[src/rtl/uart_echo_fifo.sv]
// Byte FIFO between the UART receiver and transmitter on the echo path, with a
// three-state drain controller that hands one byte at a time to the transmitter.
module uart_echo_fifo #(
    parameter int DATA_W = 8,
    parameter int DEPTH  = 16,
    parameter int ADDR_W = 4
) (
    input  logic              clk,
    input  logic              rst,
    input  logic              wr_valid,
    input  logic [DATA_W-1:0] wr_data,
    input  logic              tx_rdy,
    output logic              tx_en,
    output logic [DATA_W-1:0] tx_data,
    output logic [ADDR_W:0]   count,
    output logic              full,
    output logic              empty,
    output logic              overflow,
    input  logic              clr_ovf
);

    localparam logic [ADDR_W:0] FULL_COUNT = (ADDR_W + 1)'(DEPTH);

    typedef enum logic [1:0] {
        S_IDLE,
        S_WAIT_LO,
        S_WAIT_HI
    } state_t;

    state_t              r_state;
    state_t              w_next_state;
    logic [DATA_W-1:0]   r_mem [DEPTH];
    logic [ADDR_W-1:0]   r_wptr;
    logic [ADDR_W-1:0]   r_rptr;
    logic [ADDR_W:0]     r_count;
    logic                r_tx_en;
    logic [DATA_W-1:0]   r_tx_data;
    logic                r_overflow;

    logic                w_full;
    logic                w_empty;
    logic                w_wr_accept;
    logic                w_wr_drop;
    logic                w_pop;

    assign w_full      = (r_count == FULL_COUNT);
    assign w_empty     = (r_count == '0);
    // A write arriving while full is dropped even if a pop frees a slot on the same edge.
    assign w_wr_accept = wr_valid & ~w_full;
    assign w_wr_drop   = wr_valid & w_full;

    always_ff @(posedge clk or posedge rst) begin
        if (rst) begin
            r_state <= S_IDLE;
        end else begin
            // NOTE: sequential state always uses non-blocking assignments so every
            // register samples the pre-edge values, independent of block order.
            r_state <= w_next_state;
        end
    end

    always_comb begin
        // NOTE: defaults first so no path leaves a signal unassigned (no latches).
        w_next_state = r_state;
        w_pop        = 1'b0;
        case (r_state)
            S_IDLE: begin
                if (!w_empty && tx_rdy) begin
                    w_pop        = 1'b1;
                    w_next_state = S_WAIT_LO;
                end
            end
            S_WAIT_LO: begin
                if (!tx_rdy) begin
                    w_next_state = S_WAIT_HI;
                end
            end
            S_WAIT_HI: begin
                if (tx_rdy) begin
                    w_next_state = S_IDLE;
                end
            end
            default: begin
                w_next_state = S_IDLE;
            end
        endcase
    end

    // NOTE: the storage array has no reset; only pointers and count define validity.
    always_ff @(posedge clk) begin
        if (w_wr_accept) begin
            r_mem[r_wptr] <= wr_data;
        end
    end

    always_ff @(posedge clk or posedge rst) begin
        if (rst) begin
            r_wptr  <= '0;
            r_rptr  <= '0;
            r_count <= '0;
        end else begin
            if (w_wr_accept) begin
                r_wptr <= r_wptr + 1'b1;
            end
            if (w_pop) begin
                r_rptr <= r_rptr + 1'b1;
            end
            case ({w_wr_accept, w_pop})
                2'b10:   r_count <= r_count + 1'b1;
                2'b01:   r_count <= r_count - 1'b1;
                default: r_count <= r_count;
            endcase
        end
    end

    always_ff @(posedge clk or posedge rst) begin
        if (rst) begin
            r_tx_en   <= 1'b0;
            r_tx_data <= '0;
        end else begin
            r_tx_en <= w_pop;
            if (w_pop) begin
                r_tx_data <= r_mem[r_rptr];
            end
        end
    end

    // A new drop wins over a same-cycle clear so no loss goes unreported.
    always_ff @(posedge clk or posedge rst) begin
        if (rst) begin
            r_overflow <= 1'b0;
        end else if (w_wr_drop) begin
            r_overflow <= 1'b1;
        end else if (clr_ovf) begin
            r_overflow <= 1'b0;
        end
    end

    assign tx_en    = r_tx_en;
    assign tx_data  = r_tx_data;
    assign count    = r_count;
    assign full     = w_full;
    assign empty    = w_empty;
    assign overflow = r_overflow;

endmodule

[config.mk]
export PLATFORM = sky130hd
export DESIGN_NAME = uart_echo_fifo
export DESIGN_NICKNAME = d
export VERILOG_FILES = /design/src/rtl/uart_echo_fifo.sv
export SDC_FILE = /design/constraint.sdc
export NUM_CORES = 1
export LEC_CHECK = 0
export CORE_UTILIZATION = 48
export DETAILED_ROUTE_END_ITERATION = 12
export PLACE_DENSITY = 0.78
export SLEW_MARGIN = 20
export SYNTH_ARGS = -nofsm -noshare
export SYNTH_HDL_FRONTEND = slang
export SYNTH_SLANG_ARGS = --single-unit
[constraint.sdc]
create_clock -name clk -period 3.96 [get_ports clk]
set_input_delay 0.99 -clock clk [delete_from_list [all_inputs] [get_ports clk]]
set_output_delay 0.99 -clock clk [all_outputs]
set_load 0.05 [all_outputs]
=== Word level (Yosys, flattened, before mapping) ===
Memories as Yosys holds them, arrays and structs flattened. A register that Yosys moved wholly into a read port is not among the register bits.
Index checks and enable logic that the tools add are counted.

* Bitwise gates (word level): 3
* Reductions and logical operators: 7
* Equal/unequal tests: 8
* Muxes and demuxes: 11
* Add/subtract/negate cells: 4

{| class="wikitable"
|+ Operator list
! kind !! number
|-
| 5-bit case mux with 2 select lines || 1
|-
| 4-bit by 1-bit adder with 4-bit output (second input constant) || 2
|-
| 1-bit 2-to-1 mux || 6
|-
| 2-bit 2-to-1 mux || 3
|-
| 2-bit != test (second input constant) || 3
|-
| 2-bit case mux with 3 select lines || 1
|-
| 5-bit by 1-bit adder with 5-bit output (second input constant) || 1
|-
| 5-bit == test (second input constant) || 1
|-
| 5-bit logical NOT || 1
|-
| 5-bit by 1-bit subtractor with 5-bit output (second input constant) || 1
|-
| 2-bit by 1-bit == test with 1-bit output (second input constant) || 2
|-
| 2-bit == test (second input constant) || 2
|-
| 2-bit nonzero test || 2
|-
| 3-bit AND reduction || 1
|-
| 1-bit AND || 2
|-
| 2-bit logical NOT || 1
|-
| 1-bit logical AND || 1
|-
| 1-bit logical NOT || 1
|-
| 1-bit inverter || 1
|}

* Logic and storage cells: 40
* Output and inout bits: 17
* Register bits: 17
* Memories kept: 1
* Bits in writable memories: 128
* Bits of input ports: 13

{| class="wikitable"
|+ Memory list
! memory !! words !! bits a word !! rd ports !! clocked after Yosys merged registers in !! wr ports !! RTL line !! text
|-
| r_mem || 16 || 8 || 1 || 1 || 1 || 32 || <nowiki>logic [DATA_W-1:0] r_mem [DEPTH];</nowiki>
|}

=== Depth between registers and ports, before layout ===
Gate-level depths: netlist (run 1).

* Word-level depth: 7
* Mapped depth: 10
* Mapped depth without buffers: 9

=== Worst setup path before layout (run 1) ===
No wires, ideal clock.

* Path kind: flip-flop to output port
* Start point: register r_count[0], in the netlist count[0]
* End point: output full
* Data required time: 2.970 ns
* Path buffers: 0
* Data arrival time: 2.174 ns
* Stages on the path, launching flop included: 3
* Setup slack: 0.796 ns
* Cell sequence: dfrtp_1 -> or3_4 -> nor3_1

* Longest elaborated chain between the ends: 1

{| class="wikitable"
|+ RTL lines
! element !! RTL line !! text
|-
| from (decl) || 35 || <nowiki>logic [ADDR_W:0] r_count;</nowiki>
|-
| from (signal assigned) || 109 || <nowiki>2'b10: r_count <= r_count + 1'b1;</nowiki>
|-
| from (signal assigned) || 110 || <nowiki>2'b01: r_count <= r_count - 1'b1;</nowiki>
|-
| from (signal assigned) || 111 || <nowiki>default: r_count <= r_count;</nowiki>
|-
| 5-bit == test || 46 || <nowiki>assign w_full = (r_count == FULL_COUNT);</nowiki>
|-
| to (decl) || 16 || <nowiki>output logic full,</nowiki>
|}

Every way passes these cells.

=== Worst setup path after layout (run 1) ===
Same ends and word-level chain as after synthesis.

==> results of run 1 <==
-- cells by family after synthesis --
| kind of cell | after synthesis | synth area share, % |
|---|---|---|
| mux | 43 | 13.6 |
| fa+ha+maj | 10 | 2.17 |
| simple gates | 50 | 3.85 |
| compound gates | 26 | 3.81 |
| flops | 153 | 73.1 |
| xor+xnor | 11 | 1.58 |
| buf+inv | 24 | 1.84 |
-- final cells by class --
cell class | count | area (um^2) | share of cell area (%)
timing repair buffer | 41 | 380 | 5.28
inverter | 6 | 22.5 | 0.313
clock buffer | 18 | 429 | 5.96
multi-input combinational | 140 | 1530 | 21.3
tap | 168 | 210 | 2.92
clock inverter | 14 | 154 | 2.14
sequential | 153 | 4470 | 62.1
-- cell usage in the layout (no fill, tap or decap), drive strengths merged, types with 4 or more instances in the layout --
| master | instances |
|---|---|
| mux2i | 9 |
| clkbuf | 18 |
| a221oi | 8 |
| ha | 9 |
| dfrtp | 25 |
| nor2 | 22 |
| o21ai | 4 |
| mux4 | 32 |
| nand2 | 10 |
| buf | 12 |
| o22ai | 8 |
| edfxtp | 128 |
| nor3 | 6 |
| inv | 6 |
| clkdlybuf4s50 | 29 |
| clkinv | 8 |
| xnor2 | 9 |
-- registers in the layout, indices dropped and copies added (netlist names) --
register / count
r_mem: 128
tx_data: 8
overflow: 1
r_wptr: 4
count: 5
tx_en: 1
r_rptr: 4
r_state: 2
-- metal layers --
layer	global-route usage [%]	wire length [um]	vias up
met3	5.17	803	20
met1	25.2	4700	1495
met4	9.35	269	0
met5	0	0	-
li1	-	-	1337
met2	29.8	5420	103
-- worst paths after layout --
check,from,end,slack [ns],cells after the start
min in group asynchronous,rst,r_wptr[2],0.96,2
worst min register to register,r_state[1],r_state[0],0.50,1
worst max-delay path,count[0],full,0.64,3
worst max register to register,count[0],count[4],1.23,9
max in group asynchronous,rst,r_rptr[0],2.53,2
worst min-delay path,r_state[1],r_state[0],0.50,1
-- metrics by stage --
stage	utilization, %	setup WS [ns]
2_1_floorplan	-	0.796
3_3_place_gp	54.2	0.600
3_5_place_dp	54.2	0.528
4_1_cts	58.9	0.610
5_1_grt	59.0	0.536
6_report	59.0	0.641
-- critical path: cells and delay by family, from the launching register on --
family	cells	cell delay, ns
buf+inv	1	0.84
flops	1	0.44
simple gates	2	0.62
-- power by group through the flow --
stage               clock [W]  sequential (W)  combinational (W)
global placement            0         0.00230            0.00162
detailed placement          0         0.00232            0.00165
global route          0.00167         0.00233            0.00176
finish                0.00159         0.00228            0.00164
floorplan                   0         0.00238            0.00112
CTS                   0.00161         0.00229            0.00166
==> results.cfg, run 1 <==
[layout]
antenna_cells_inserted = 0
finalInstanceArea_mm2 = 0.00720
final_nets = 382
fillerInstances = 898
layout-area-overhead-vs-synth_pct = 17.8
layout.cells.non_filler = 540
drive_gt1_share_pct = 23.4

[floorplan]
design.portCount = 30
core_mm2 = 0.0122
rows = 40
floorplan.die_area_mm2 = 0.0132
initial_standard_cell_utilization_of_the_core_pct = 50.1
die_x_um = 115
die_y_um = 115

[synth]
synth.yosys.warnings = 0
synth_async_sr_flop_share_pct = 16.3
postSynthNetCount = 340
synth_enable_flop_cells = 128
count_of_different_cell_masters_after_synthesis = 32
synth-seq-cells = 153
dominantRegCellSynth = sky130_fd_sc_hd__edfxtp_1
synth.area.top_cells = sky130_fd_sc_hd__edfxtp_1 (63%), sky130_fd_sc_hd__mux4_2 (12%), sky130_fd_sc_hd__dfrtp_1 (10%)
synth_common_cells = sky130_fd_sc_hd__edfxtp_1 (128), sky130_fd_sc_hd__mux4_2 (32), sky130_fd_sc_hd__dfrtp_1 (25)
synth_area_leader_cell = sky130_fd_sc_hd__edfxtp_1
synth_sequential_area_ratio_pct = 73.1
yosysMostFrequentCell = sky130_fd_sc_hd__edfxtp_1
post-synth-top-area-fraction_pct = 62.9
avgSynthCellArea_um2 = 19.3
syn-instance-count = 317
synth_area_mm2 = 0.00611

[critical_path]
path_class = register to primary output
worst_ep_arrival_time_ns = 2.33
cp_cell_sequence = or3_4 -> nor3_1 -> clkdlybuf4s50_1
startpoint_type = register
slowest_stage_delay_cp_ns = 0.84
worstSetupEndpointType = primary output
slowest_stage = sky130_fd_sc_hd__clkdlybuf4s50_1
data_required_time_at_the_worst_endpoint_ns = 2.97
crit_path_max_fanout = 5

[cts]
clockRootBuffer = sky130_fd_sc_hd__clkbuf_16
holdBufCountCts = 0
clk_path_buf_depth = 2
clock_tree.htree_level_count = 4
cts.sinks = 153
clock_insertion_delay_worst_skew_ns = 0.42
tritoncts = done
cts-buffers-inserted = 17
path_clk_slew_ns = 0.06
postCtsSetupBuffers = 0
cts-resized-gates = 0

[pwr]
power_per_cell_area_mw_per_mm2 = 766
p_leak_nw = 2.46
worst_ir_drop_vdd_v = 0.000391
share_comb_of_total_power_pct = 29.8
pwr-share-seq_pct = 41.4
finalPower_w = 0.00552
power.net_switching_w = 0.00178
cellInternalPower_w = 0.00374
power.clock.fraction_pct = 28.8
netSwitchingFraction_pct = 32.2

[drt]
detail_route.wl_per_cell_um = 20.7
drt-vias-per-instance = 5.47
drt.antenna.violating_nets = 0
drtPass1Iterations = 4
drt_wl_total_mm = 11.2
drc_errors = 0
detailedRoute.firstIterationViolations = 143
dr_total_vias = 2955

[grt]
grt_use_total_pct = 19.2
first_global_vias = 3074
grt_first_pass_wirelength_mm = 17.7
globalRouteOverflowTotal = 0
antenna_found_initial = 0
maximum_number_of_pins_on_one_net_before_global_route_repair = 34

[timing]
timing.final.hold_violations = 0
timing.max_slew.rel_slack_pct = 40.8
report.final.setup_viol = 0
layout_worst_path_cycle_share_pct = 83.8
fin_worst_hold_slack_ns = 0.504
rsz0062_at_grt = no
setup-tns-final_ns = 0
slew_worst_pin_ns = 0.883
final-max-slew-violation-count = 0
period_minus_slack_ns = 3.32
fin_worst_skew_ns = 0.00964
clock.fmax_mhz = 301

[placed_design]
finalWeightedCongestion = 0.765
numPortBuffers = 29
dpl.hpwl_mm = 7.18
place_inst = 508
detailed_place.area_mm2 = 0.00661

[worst_hold_path]
timing.hold.worst.class = register to register

[flow_run]
max-cap-violations = 0

[status]
status = complete, no violations
(Power assumes the default switching activity.)
==> run 2: changes to the inputs <==
clock period = 3.41 ns   (was 3.96 ns; I/O delays follow)
==> run 2 against run 1 <==
Net effect:
- clock skew is 0.0015 ns lower
- count of clock-buffer cells in the layout is 1 lower
- critical path depth stayed put
- largest cell class unchanged
- register-to-register slack worse by 0.49 ns
- global-route usage is 0.90 points higher
- cell area is 1.8% higher
- die area stayed put
- first-iteration DRC count is 66% higher
- non-clock buffer count is 10 higher
- power is 19% higher
- setup slack worse by 0.42 ns
- wire length is 4.2% higher
==> results.cfg, run 2 (synthesis results as in run 1) <==
[status]
status = complete, no violations

[layout]
finalInstanceArea_mm2 = 0.00733
layout-area-overhead-vs-synth_pct = 19.9
layout_commonest_cell = sky130_fd_sc_hd__edfxtp_1
final_nets = 392
largest_register_ffs = 128
largest_reg_by_ff_count = r_mem
drive_gt1_share_pct = 25.9
final_cell_mix = sky130_fd_sc_hd__edfxtp_1 (128), sky130_fd_sc_hd__mux4_2 (32), sky130_fd_sc_hd__clkdlybuf4s50_1 (29)
fillerInstances = 892
antenna_cells_inserted = 0

[cts]
path_clk_slew_ns = 0.06
clock_tree.htree_level_count = 4
clockRootBuffer = sky130_fd_sc_hd__clkbuf_16
cts-buffers-inserted = 17
cts.sinks = 153
postCtsSetupBuffers = 0
holdBufCountCts = 0
clk_path_buf_depth = 2
clock_insertion_delay_worst_skew_ns = 0.42
cts-resized-gates = 0
tritoncts = done

[drt]
drt.antenna.violating_nets = 0
detailedRoute.firstIterationViolations = 237
drtPass1Iterations = 4
dr_total_vias = 3036
detail_route.wl_per_cell_um = 21.2
drt-vias-per-instance = 5.52
drt_wl_total_mm = 11.7
drc_errors = 0

[timing]
slew_worst_pin_ns = 0.704
fin_worst_skew_ns = 0.00815
final-max-slew-violation-count = 0
layout_worst_path_cycle_share_pct = 93.4
timing.max_slew.rel_slack_pct = 53.1
timing.final.hold_violations = 0
setup-tns-final_ns = 0
fin_ws_ns = 0.225
rsz0062_at_grt = no
period_minus_slack_ns = 3.18
report.final.setup_viol = 0
clock.fmax_mhz = 314

[pwr]
worst_ir_drop_vdd_v = 0.000381
finalPower_w = 0.00658
power_per_cell_area_mw_per_mm2 = 898
p_leak_nw = 2.55

[placed_design]
finalWeightedCongestion = 0.751
dpl.hpwl_mm = 7.51
dp_slack_ns = 0.233
detailed_place.area_mm2 = 0.00670
numPortBuffers = 29

[grt]
global_route.usage.met1_pct = 25.5
maximum_number_of_pins_on_one_net_before_global_route_repair = 34
first_global_vias = 3200
grt_first_pass_wirelength_mm = 18.3
grt_use_total_pct = 20.1
grt_util_met3_pct = 5.32
antenna_found_initial = 0
globalRouteOverflowTotal = 0
top_usage_layer = met2
grt_util_met2_pct = 32.6

[floorplan]
floorplan.die_area_mm2 = 0.0132
design.portCount = 30
core_mm2 = 0.0122
die_x_um = 115
initial_standard_cell_utilization_of_the_core_pct = 50.1
die_y_um = 115
rows = 40

[critical_path]
path_class = register to primary output
worstReg2RegEnd = count[4]
crit_path_max_fanout = 5
worstSetupEndpointType = primary output
worst_ep_arrival_time_ns = 2.33
worstReg2RegStart = count[0]
data_required_time_at_the_worst_endpoint_ns = 2.56
startpoint_type = register
ff2ff_setup_slack_ns = 0.74
rr_worst_depth = 8

[worst_hold_path]
min_to = r_state[0]
timing.hold.worst_path_depth = 1
timing.hold.worst.class = register to register
min_from = r_state[1]

[flow_run]
max-cap-violations = 0
[run 2: changes by cell type in the layout (fill, tap and decap cells not counted)]
cell / before / now
sky130_fd_sc_hd__clkbuf_1: 1 / 0
sky130_fd_sc_hd__dfrtp_2: 0 / 1
sky130_fd_sc_hd__inv_8: 0 / 4
sky130_fd_sc_hd__buf_4: 12 / 21
sky130_fd_sc_hd__dfrtp_4: 1 / 0
sky130_fd_sc_hd__clkinvlp_4: 3 / 0
sky130_fd_sc_hd__clkinv_4: 0 / 1
sky130_fd_sc_hd__buf_12: 0 / 1
sky130_fd_sc_hd__inv_6: 1 / 6
sky130_fd_sc_hd__clkinv_2: 5 / 0
sky130_fd_sc_hd__inv_1: 5 / 6
sky130_fd_sc_hd__clkinv_1: 3 / 1
[run 2: worst max path at each step]
stage,to,slack (ns),start,cells past startpoint
floorplan,full,0.38,count[0],2
global placement,count[4],0.38,tx_rdy,9
detailed placement,count[4],0.23,tx_rdy,9
CTS,full,0.19,count[0],3
global route,full,0.16,count[0],3
finish,full,0.23,count[0],3
[run 2: final cells by class]
class,instances,area (um^2),area share (%)
clock inverters,15,200,2.73
well taps,168,210,2.87
clock buffers,17,425,5.81
repair buffers,51,468,6.39
inverters,6,22.5,0.307
multi-input cells,140,1530,20.9
flip-flops and latches,153,4470,61.0
[run 2: stage by stage]
| stage | instances | utilization [%] | hold WS [ns] |
|---|---|---|---|
| after floorplan | 317 | - | 0.453 |
| after global placement | 518 | 54.9 | 0.471 |
| after detailed placement | 518 | 54.9 | 0.482 |
| after CTS | 550 | 60.0 | 0.490 |
| after global routing | 550 | 60.0 | 0.529 |
| final | 550 | 60.0 | 0.493 |
[run 2: layer usage]
metal  up-vias  part of all wire, %
li1       1362                    -
met1      1559                   42
met2        95                   50
met3        20                  5.4
met4         0                  2.5
met5         -                    0
[run 2: power by group]
| part | switching [W] | internal [W] |
|---|---|---|
| clock | 0.000776 | 0.00118 |
| combinational | 0.00111 | 0.000904 |
| sequential | 0.000281 | 0.00233 |
| total | 0.00217 | 0.00441 |
[run 2: critical path, stage by stage (launching register included)]
cell and delay (ns):
sky130_fd_sc_hd__dfrtp_1 0.45, sky130_fd_sc_hd__or3_4 0.42, sky130_fd_sc_hd__nor3_1 0.20, sky130_fd_sc_hd__clkdlybuf4s50_1 0.84
